[config.mk]
export PLATFORM = sky130hd
export DESIGN_NAME = fatori_err_collector
export DESIGN_NICKNAME = d
export VERILOG_FILES = /design/src/rtl/fatori_err_collector.sv
export SDC_FILE = /design/constraint.sdc
export NUM_CORES = 1
export LEC_CHECK = 0
export ABC_AREA = 1
export CAP_MARGIN = 25
export CORE_MARGIN = 5
export CORE_UTILIZATION = 45
export CTS_CLUSTER_SIZE = 24
export DETAILED_ROUTE_END_ITERATION = 10
export PLACE_DENSITY_LB_ADDON = 0.25
export SYNTH_ARGS = -nofsm -noshare
export SYNTH_HDL_FRONTEND = slang
export SYNTH_SLANG_ARGS = --single-unit
[constraint.sdc]
create_clock -name clk_i -period 13.55 [get_ports clk_i]
set_input_delay 2.0325 -clock clk_i [delete_from_list [all_inputs] [get_ports clk_i]]
set_output_delay 2.0325 -clock clk_i [all_outputs]
set_load 0.01 [all_outputs]
[src/rtl/fatori_err_collector.sv]
// fatori_err_collector
// Collects minority/majority/scrub error pulses from NSRC fault-tolerance
// wrappers. Each pulse is held as a pending bit. A round-robin arbiter moves
// pending bits one at a time into a small event FIFO, which the consumer
// drains with valid/ready. Saturating counters track every pulse per type
// and every pulse that was coalesced into an already-pending bit.
module fatori_err_collector #(
    parameter int NSRC       = 8,
    parameter int FIFO_DEPTH = 4,
    parameter int CNT_W      = 16
) (
    input  logic                      clk_i,
    input  logic                      rst_i,
    input  logic [NSRC-1:0]           src_min_i,
    input  logic [NSRC-1:0]           src_maj_i,
    input  logic [NSRC-1:0]           src_scrub_i,
    input  logic                      clr_cnt_i,
    output logic                      evt_valid_o,
    input  logic                      evt_ready_i,
    output logic [$clog2(NSRC)-1:0]   evt_src_o,
    output logic [1:0]                evt_type_o,
    output logic                      evt_ovf_o,
    output logic                      pending_o,
    output logic [CNT_W-1:0]          min_cnt_o,
    output logic [CNT_W-1:0]          maj_cnt_o,
    output logic [CNT_W-1:0]          scrub_cnt_o,
    output logic [CNT_W-1:0]          drop_cnt_o
);

    localparam int SW = $clog2(NSRC);
    localparam int AW = $clog2(FIFO_DEPTH);
    localparam int RW = SW + 3;                 // {src, type, ovf}
    localparam int DW = $clog2(3 * NSRC + 1);   // popcount width
    localparam int XW = CNT_W + DW + 1;         // saturating-add headroom

    // Pending state and arbitration
    logic [NSRC-1:0] r_pend_min;
    logic [NSRC-1:0] r_pend_maj;
    logic [NSRC-1:0] r_pend_scrub;
    logic [NSRC-1:0] w_pend_min_next;
    logic [NSRC-1:0] w_pend_maj_next;
    logic [NSRC-1:0] w_pend_scrub_next;
    logic [NSRC-1:0] w_drop_min;
    logic [NSRC-1:0] w_drop_maj;
    logic [NSRC-1:0] w_drop_scrub;
    logic [NSRC-1:0] w_any;
    logic [NSRC-1:0] w_gnt_min;
    logic [NSRC-1:0] w_gnt_maj;
    logic [NSRC-1:0] w_gnt_scrub;
    logic [SW-1:0]   r_rr;
    logic            r_ovf;
    logic            w_can;
    logic            w_found;
    logic [SW-1:0]   w_gsrc;
    logic [1:0]      w_gtype;
    logic [SW:0]     w_idx;
    logic            w_any_drop;

    // Event FIFO
    logic [RW-1:0]   r_mem [FIFO_DEPTH];
    logic [AW-1:0]   r_wptr;
    logic [AW-1:0]   r_rptr;
    logic [AW:0]     r_count;
    logic [RW-1:0]   w_head;
    logic            w_push;
    logic            w_pop;
    logic            w_valid;

    // Statistics: 0=min, 1=maj, 2=scrub, 3=drop
    logic [CNT_W-1:0]    r_cnt   [4];
    logic [3*NSRC-1:0]   w_cnt_vec [4];

    function automatic logic [DW-1:0] f_popcnt(input logic [3*NSRC-1:0] v);
        logic [DW-1:0] c;
        c = '0;
        for (int i = 0; i < 3 * NSRC; i++) begin
            c = c + DW'(v[i]);
        end
        return c;
    endfunction

    function automatic logic [CNT_W-1:0] f_sat_add(input logic [CNT_W-1:0] c,
                                                   input logic [DW-1:0] n);
        logic [XW-1:0] s;
        s = XW'(c) + XW'(n);
        if (s > XW'({CNT_W{1'b1}})) begin
            return {CNT_W{1'b1}};
        end
        return s[CNT_W-1:0];
    endfunction

    // Per-source pending update: a grant clears the bit, a pulse sets it;
    // a pulse onto a still-set, ungranted bit is coalesced (dropped).
    for (genvar gi = 0; gi < NSRC; gi++) begin : g_src
        assign w_drop_min[gi]        = src_min_i[gi]   & r_pend_min[gi]   & ~w_gnt_min[gi];
        assign w_drop_maj[gi]        = src_maj_i[gi]   & r_pend_maj[gi]   & ~w_gnt_maj[gi];
        assign w_drop_scrub[gi]      = src_scrub_i[gi] & r_pend_scrub[gi] & ~w_gnt_scrub[gi];
        assign w_pend_min_next[gi]   = (r_pend_min[gi]   & ~w_gnt_min[gi])   | src_min_i[gi];
        assign w_pend_maj_next[gi]   = (r_pend_maj[gi]   & ~w_gnt_maj[gi])   | src_maj_i[gi];
        assign w_pend_scrub_next[gi] = (r_pend_scrub[gi] & ~w_gnt_scrub[gi]) | src_scrub_i[gi];
        assign w_any[gi]             = r_pend_min[gi] | r_pend_maj[gi] | r_pend_scrub[gi];
    end

    // No pass-through: only a non-full FIFO may accept a grant.
    assign w_can      = (r_count < (AW+1)'(FIFO_DEPTH));
    assign w_any_drop = |w_cnt_vec[3];

    // Round-robin source search starting at r_rr
    always_comb begin
        w_found = 1'b0;
        w_gsrc  = '0;
        w_idx   = '0;
        for (int i = 0; i < NSRC; i++) begin
            w_idx = {1'b0, r_rr} + (SW+1)'(i);
            if (w_idx >= (SW+1)'(NSRC)) begin
                w_idx = w_idx - (SW+1)'(NSRC);
            end
            if (w_can && !w_found && w_any[w_idx[SW-1:0]]) begin
                w_found = 1'b1;
                w_gsrc  = w_idx[SW-1:0];
            end
        end
    end

    // Type priority within the chosen source: maj > scrub > min
    always_comb begin
        w_gtype     = 2'b00;
        w_gnt_min   = '0;
        w_gnt_maj   = '0;
        w_gnt_scrub = '0;
        if (w_found) begin
            if (r_pend_maj[w_gsrc]) begin
                w_gtype            = 2'b10;
                w_gnt_maj[w_gsrc]  = 1'b1;
            end else if (r_pend_scrub[w_gsrc]) begin
                w_gtype             = 2'b11;
                w_gnt_scrub[w_gsrc] = 1'b1;
            end else begin
                w_gtype            = 2'b01;
                w_gnt_min[w_gsrc]  = 1'b1;
            end
        end
    end

    // Pending bits, round-robin pointer and sticky overflow flag
    always_ff @(posedge clk_i or posedge rst_i) begin
        if (rst_i) begin
            r_pend_min   <= '0;
            r_pend_maj   <= '0;
            r_pend_scrub <= '0;
            r_rr         <= '0;
            r_ovf        <= 1'b0;
        end else begin
            r_pend_min   <= w_pend_min_next;
            r_pend_maj   <= w_pend_maj_next;
            r_pend_scrub <= w_pend_scrub_next;
            if (w_found) begin
                r_rr  <= (w_gsrc == SW'(NSRC - 1)) ? '0 : w_gsrc + 1'b1;
                // The flag rides on this record; a drop now belongs to the next one.
                r_ovf <= w_any_drop;
            end else if (w_any_drop) begin
                r_ovf <= 1'b1;
            end
        end
    end

    assign w_push  = w_found;
    assign w_valid = (r_count != '0);
    assign w_pop   = w_valid && evt_ready_i;

    // FIFO storage; contents are only observed through the valid gate
    always_ff @(posedge clk_i) begin
        if (w_push) begin
            r_mem[r_wptr] <= {w_gsrc, w_gtype, r_ovf};
        end
    end

    // FIFO pointers and occupancy
    always_ff @(posedge clk_i or posedge rst_i) begin
        if (rst_i) begin
            r_wptr  <= '0;
            r_rptr  <= '0;
            r_count <= '0;
        end else begin
            if (w_push) begin
                r_wptr <= r_wptr + 1'b1;
            end
            if (w_pop) begin
                r_rptr <= r_rptr + 1'b1;
            end
            if (w_push && !w_pop) begin
                r_count <= r_count + 1'b1;
            end else if (!w_push && w_pop) begin
                r_count <= r_count - 1'b1;
            end
        end
    end

    assign w_cnt_vec[0] = {{(2*NSRC){1'b0}}, src_min_i};
    assign w_cnt_vec[1] = {{(2*NSRC){1'b0}}, src_maj_i};
    assign w_cnt_vec[2] = {{(2*NSRC){1'b0}}, src_scrub_i};
    assign w_cnt_vec[3] = {w_drop_scrub, w_drop_maj, w_drop_min};

    for (genvar gi = 0; gi < 4; gi++) begin : g_cnt
        // Saturating statistic counter; clear beats a same-cycle increment
        always_ff @(posedge clk_i or posedge rst_i) begin
            if (rst_i) begin
                r_cnt[gi] <= '0;
            end else if (clr_cnt_i) begin
                r_cnt[gi] <= '0;
            end else begin
                r_cnt[gi] <= f_sat_add(r_cnt[gi], f_popcnt(w_cnt_vec[gi]));
            end
        end
    end

    assign w_head      = r_mem[r_rptr];
    assign evt_valid_o = w_valid;
    assign evt_src_o   = w_valid ? w_head[RW-1:3] : '0;
    assign evt_type_o  = w_valid ? w_head[2:1]    : 2'b00;
    assign evt_ovf_o   = w_valid ? w_head[0]      : 1'b0;
    assign pending_o   = |{r_pend_min, r_pend_maj, r_pend_scrub};
    assign min_cnt_o   = r_cnt[0];
    assign maj_cnt_o   = r_cnt[1];
    assign scrub_cnt_o = r_cnt[2];
    assign drop_cnt_o  = r_cnt[3];

endmodule
==> run_results.csv, run 1 <==
group,metric,value,unit
placement,place_hpwl,16600,um
clock_network,clkLatencyLatePin,0.41,ns
global_route,track_usage,20.4,%
setup_path,cp_slowest_stage_delay,0.60,ns
clock_network,cts_buffer_depth,2,
global_route,grt_pass1_wl,35500,um
setup_path,critPathBufInv,9,
clock_network,cts_setup_buffers,0,
final_layout,multi_input_area,0.00441,mm^2
routing,routed_wl,21500,um
clock_network,clock-sinks,123,
yosys,synth_area_leaders,"dfrtp_1, edfxtp_1, fa_1, inv_1, nand2_1",
timing,rsz0062_at_grt,"false",
floorplan,rows,49,
worst_hold_path,hold-path-cell-count,1,
floorplan,start_util,46.1,%
setup_path,required,13.88,ns
setup_path,rr_endpoint,"drop_cnt_o[7]$_DFF_PP0_",
yosys,ys_warn_count,0,
setup_path,crit_path_end_kind,"flop",
timing,setup_violations,0,
setup_path,critPathKind,"reg -> reg",
routing,drt-initial-drc-count,503,
outcome,status,"finished clean",
final_layout,drive_gt1_share,8.39,%
timing,drv_slew,0,
setup_path,cp_max_fo,17,
timing,skew,0.0119,ns
yosys,synth_ff_type,"dfrtp_1",
global_route,antenna_found_initial,0,
setup_path,path_common_cell,"nand2_1",
clock_network,cts-root-buf,"clkbuf_16",
timing,period_needed,9.22,ns
timing,tightest_slew,0.919,ns
setup_path,critPathLaunchType,"flop",
yosys,synthCells,984,
final_layout,layout.nets,1185,
routing,first_pass_iters,6,
setup_path,r2r_setup_slack,4.33,ns
final_layout,fillers,1649,
worst_hold_path,hold_start,"r_pend_min[3]$_DFF_PP0_",
floorplan,die_x,146,um
clock_network,cts_hold_buf,0,
timing,finalHoldViolCount,0,
setup_path,critPathArrivalTime,9.55,ns
timing,maxSlewHeadroom,38.3,%
routing,wl_met2,10700,um
global_route,first_global_vias,7003,
yosys,yosysMostFrequentCell,"inv_1",
setup_path,r2r-start,"r_rr[0]$_DFFE_PP0P_",
floorplan,core-area,0.0181,mm^2
yosys,synthesis.nets,1085,
setup_path,rr_worst_depth,45,
yosys,netlist_area,0.00836,mm^2
yosys,ys_types,44,
placement,port_buffers,99,
timing,setup_tns,0,ns
final_layout,areaGrowthSynthToFinish,21.5,%
clock_network,cts_made_buffers,17,
final_layout,seq_area,0.00320,mm^2
routing,wl_met1,9090,um
routing,post_drt_wl_per_cell,16.2,um
final_layout,num_antenna_cells,0,
yosys,avgSynthCellArea,8.50,um^2
yosys,netlist.area_leader.share,29.6,%
yosys,synth_edf_count,24,
run,cap_violations,0,
setup_path,cp_top_family,"adder cells",
routing,drcViolationCount,0,
routing,routed.top_layer,"met4",
worst_hold_path,worstHoldEndpoint,"r_pend_min[3]$_DFF_PP0_",
floorplan,fp.dieH,146,um
timing,fmax,0.108,GHz
yosys,synth_seq_cells,123,
routing,viasPerCell,5.23,
setup_path,cpMaxStageDelayCell,"dfrtp_1",
clock_network,clkTransAtPathRegs,0.06,ns
clock_network,cts_resized,0,
clock_network,htree_levels,4,
yosys,ys_top_cells_by_count,"inv_1, nand2_1, dfrtp_1",
routing,drtAntennaViolNets,0,
floorplan,ios,100,
routing,met3_length,1420,um
floorplan,die_area,0.0214,mm^2
placement,globalplace.congestion,0.896,
routing,vias,6934,
timing,period_share,68.0,%
global_route,grt_max_degree,74,
yosys,yosysSeqAreaShare,38.2,%
global_route,overflow,0,
yosys,yosysTopAreaCell,"dfrtp_1",
worst_hold_path,hp-class,"reg -> reg",
yosys,async_reset_ff_share,80.5,%
clock_network,cts_tree,"built",
==> metal layers <==
layer	global-route usage, %	vias up
met5	0	-
met4	4.99	0
met3	5.21	28
met2	34.6	250
met1	26.2	3274
li1	-	3382
==> cells by family (layout without fill, tap and decap cells) <==
logic type                 after synthesis  after routing  synth area share (%)
muxes                                    1              1                 0.135
and+or+nand+nor                        406            406                  23.7
DFF                                    123            123                  38.2
adders and majority gates               73             73                  14.1
AOI/OAI and AO/OA                      142            142                  9.35
xor gates and xnor gates                53             53                  5.55
buffers and inverters                  186            299                  8.99
==> worst reg2reg max path: cells and delay by family, from the launching register on <==
family	cells	cell delay, ns
adder cells (fa/ha/maj)	8	3.48
AND/OR/NAND/NOR	25	3.27
buffers and inverters	9	1.13
AO/OA/AOI/OAI	3	0.66
flip-flops	1	0.60
==> cell usage in the layout (no fill, tap or decap), drive strengths merged <==
cell type      Yosys  routed
inv              162     163
xor2              35      35
nand4             19      19
and3               1       1
nor3              13      13
o21bai            10      10
or2                1       1
clkinv             3       5
o21ai             46      46
nand3b             1       1
or4                1       1
clkdlybuf4s50      0      98
a311oi             1       1
a21oi             71      71
o22ai              3       3
ha                38      38
o211ai             1       1
nor4               2       2
nand3            109     109
nor2              97      97
edfxtp            24      24
dfrtp             99      99
nand2            162     162
bufinv             0       3
a31oi              3       3
fa                35      35
buf                7       4
xnor2             18      18
mux2               1       1
clkbuf            14      26
a21o               7       7
==> stage by stage <==
stage	setup slack, ns	std cells	instance area (um^2)	hold WS, ns	utilization [%]
after floorplan	5.60	984	8360	0.476	-
after global placement	4.62	1293	9520	0.499	52.5
after detailed placement	4.41	1293	9520	0.510	52.5
after CTS	4.37	1325	10100	0.522	55.8
after global routing	3.41	1326	10200	0.543	56.0
final	4.33	1326	10200	0.527	56.0
==> worst max path at each step <==
stage	startpoint	end	slack [ns]	depth (start not counted)
finish	r_rr[0]$_DFFE_PP0P_	drop_cnt_o[7]$_DFF_PP0_	4.33	45
global route	r_rr[0]$_DFFE_PP0P_	drop_cnt_o[9]$_DFF_PP0_	3.41	40
CTS	r_rr[0]$_DFFE_PP0P_	drop_cnt_o[7]$_DFF_PP0_	4.37	45
detailed placement	r_rr[0]$_DFFE_PP0P_	drop_cnt_o[11]$_DFF_PP0_	4.41	45
global placement	r_rr[0]$_DFFE_PP0P_	drop_cnt_o[11]$_DFF_PP0_	4.62	45
floorplan	r_rr[0]$_DFFE_PP0P_	drop_cnt_o[11]$_DFF_PP0_	5.60	47
==> state kept, by name, summed over array words and instances, names as in the netlist, 3 cells and up <==
name and count:
r_pend_min 8, r_count 3, r_pend_maj 8, r_rr 3, maj_cnt_o 16, r_mem 24
scrub_cnt_o 16, r_pend_scrub 8, min_cnt_o 16, drop_cnt_o 16
==> area by class of cell <==
type | instances | share of cell area, %
repair buffers | 102 | 10.1
clock inverters | 6 | 1.05
multi-input cells | 675 | 43.4
clock buffers | 26 | 4.93
flip-flops and latches | 123 | 31.5
well taps | 229 | 2.82
inverters | 165 | 6.17
Power of run 1 is left out: the tool's default activity adds up to more than one toggle a clock period on the data nets, which glitch-free logic cannot reach.
==> run 2, diff against run 1 <==
==> constraint.sdc (replaced) <==
create_clock -name clk_i -period 8.55 [get_ports clk_i]
set_input_delay 1.2825 -clock clk_i [delete_from_list [all_inputs] [get_ports clk_i]]
set_output_delay 1.2825 -clock clk_i [all_outputs]
set_load 0.01 [all_outputs]
==> run 2 against run 1 <==
Sequential share of layout area is 0.48 points lower; first-iteration DRC count increased by 9.3%; die area unchanged; critical path type unchanged; critical endpoint is now drop_cnt_o[13]$_DFF_PP0_.
==> run_results.csv, run 2 (synthesized netlist as in run 1, its figures left out) <==
group,metric,value,unit
clock_network,clkTransAtPathRegs,0.06,ns
floorplan,ios,100,
placement,globalplace.congestion,0.888,
clock_network,cts_tree,"built",
clock_network,cts_hold_buf,0,
final_layout,largest_register,"r_mem",
global_route,grt_pass1_wl,35200,um
setup_path,r2r_setup_slack,0.42,ns
global_route,track_usage,20.4,%
run,cap_violations,0,
timing,finalHoldViolCount,0,
timing,period_needed,8.13,ns
timing,fmax,0.123,GHz
placement,dp_worst_setup_slack,0.00492,ns
final_layout,final_cells,1339,
placement,place_hpwl,16400,um
setup_path,critPathLaunchType,"flop",
setup_path,cp_top_family,"adder cells",
routing,post_drt_wl_per_cell,16.1,um
floorplan,start_util,46.1,%
floorplan,die_x,146,um
timing,setup_violations,0,
timing,setup_tns,0,ns
final_layout,fillers,1654,
setup_path,r2r-start,"r_rr[0]$_DFFE_PP0P_",
clock_network,cts_made_buffers,17,
routing,vias,7021,
global_route,first_global_vias,6894,
global_route,antenna_found_initial,1,
floorplan,rows,49,
floorplan,core-area,0.0181,mm^2
setup_path,critPathBufInv,9,
setup_path,path_common_cell,"nand2_1",
timing,tightest_slew,0.964,ns
final_layout,layout.nets,1198,
timing,fin_ws,0.418,ns
setup_path,startpoint,"r_rr[0]$_DFFE_PP0P_",
global_route,overflow,0,
timing,maxSlewHeadroom,35.3,%
clock_network,clkLatencyLatePin,0.42,ns
placement,port_buffers,99,
setup_path,required,8.91,ns
setup_path,cp_max_fo,17,
final_layout,largest_reg_flops,24,
final_layout,mostFrequentLayoutCell,"nand2_1",
final_layout,final_cell_mix,"nand2_1, inv_1, dfrtp_1, clkdlybuf4s50_1, nand3_1",
setup_path,rr_worst_depth,45,
setup_path,cp_slowest_stage_delay,0.58,ns
setup_path,crit_path_end_kind,"flop",
setup_path,critPathKind,"reg -> reg",
outcome,status,"finished clean",
final_layout,drive_gt1_share,10.9,%
global_route,grt_max_degree,58,
setup_path,cpMaxStageDelayCell,"fa_1",
routing,first_pass_iters,7,
setup_path,critPathArrivalTime,8.49,ns
placement,post-place-cells,1299,
setup_path,rr_endpoint,"drop_cnt_o[13]$_DFF_PP0_",
setup_path,crit_path_end,"drop_cnt_o[13]$_DFF_PP0_",
worst_hold_path,hp-class,"reg -> reg",
setup_path,worstSetupPathDepth,45,
floorplan,die_area,0.0214,mm^2
clock_network,htree_levels,4,
timing,drv_slew,0,
final_layout,num_antenna_cells,0,
routing,routed_wl,21600,um
timing,period_share,95.1,%
routing,viasPerCell,5.24,
clock_network,clock-sinks,123,
routing,drt-initial-drc-count,550,
clock_network,cts-root-buf,"clkbuf_16",
floorplan,fp.dieH,146,um
routing,drtAntennaViolNets,0,
routing,drcViolationCount,0,
clock_network,cts_buffer_depth,2,
final_layout,areaGrowthSynthToFinish,23.4,%
timing,skew,0.00964,ns
## run 2: cell types whose count changed in the layout (fill, tap and decap cells not counted), moves of 3 or more
cell and change:
buf_4 +13, clkbuf_1 -6, clkinv_4 +5, nor2_1 -3, nor2_2 +3
## run 2: cell type report
cell class | instances | area [um^2] | share of cell area [%]
clock buffer | 17 | 425 | 4.12
clock inverter | 15 | 198 | 1.92
inverter | 165 | 633 | 6.14
multi-input combinational | 675 | 4470 | 43.4
sequential | 123 | 3200 | 31.0
tap | 229 | 287 | 2.78
timing repair buffer | 114 | 1100 | 10.7
timing repair inverter | 1 | 3.75 | 0.0364
## run 2: how the worst min path moves through the flow
stage	from	end	slack, ns	cells past startpoint
after floorplan	r_ovf$_DFFE_PP0P_	r_mem[0][0]$_DFFE_PP_	0.48	0
after global placement	r_pend_min[6]$_DFF_PP0_	r_pend_min[6]$_DFF_PP0_	0.52	2
after detailed placement	r_pend_min[6]$_DFF_PP0_	r_pend_min[6]$_DFF_PP0_	0.51	2
after CTS	r_pend_min[6]$_DFF_PP0_	r_pend_min[6]$_DFF_PP0_	0.52	2
after global routing	r_pend_min[0]$_DFF_PP0_	r_pend_min[0]$_DFF_PP0_	0.56	1
final	r_pend_min[6]$_DFF_PP0_	r_pend_min[6]$_DFF_PP0_	0.53	2
## run 2: stage by stage
| step | util, % | hold WS (ns) | instance area (um^2) |
|---|---|---|---|
| final | 56.8 | 0.527 | 10300 |
| after detailed placement | 52.7 | 0.509 | 9570 |
| after CTS | 56.2 | 0.524 | 10200 |
| after global placement | 52.7 | 0.516 | 9570 |
| after floorplan | - | 0.476 | 8360 |
| after global routing | 56.8 | 0.555 | 10300 |
## run 2: per-layer routing
layer / wire length, um / vias up / global-route usage [%]
met5: 13 / - / 0
met3: 1070 / 40 / 4.65
li1: - / 3420 / -
met2: 10500 / 209 / 33.6
met4: 498 / 2 / 6.82
met1: 9480 / 3350 / 26.8
## run 2: worst reg2reg max path, delay by kind of cell, from the launching register on
| family | cells | cell delay, ns |
|---|---|---|
| simple gates | 24 | 2.81 |
| flops | 1 | 0.40 |
| compound gates | 3 | 0.34 |
| xor+xnor | 1 | 0.22 |
| fa+ha+maj | 8 | 3.36 |
| buf+inv | 9 | 0.92 |
## run 2: what timing repair did
item                       in CTS  in global routing
gates cloned                    0                  1
buffers inserted                0                  7
gates resized for setup         1                 20
pin swaps                       0                  3
setup endpoints to repair      10                 16
Power of run 2 is left out for the same reason.
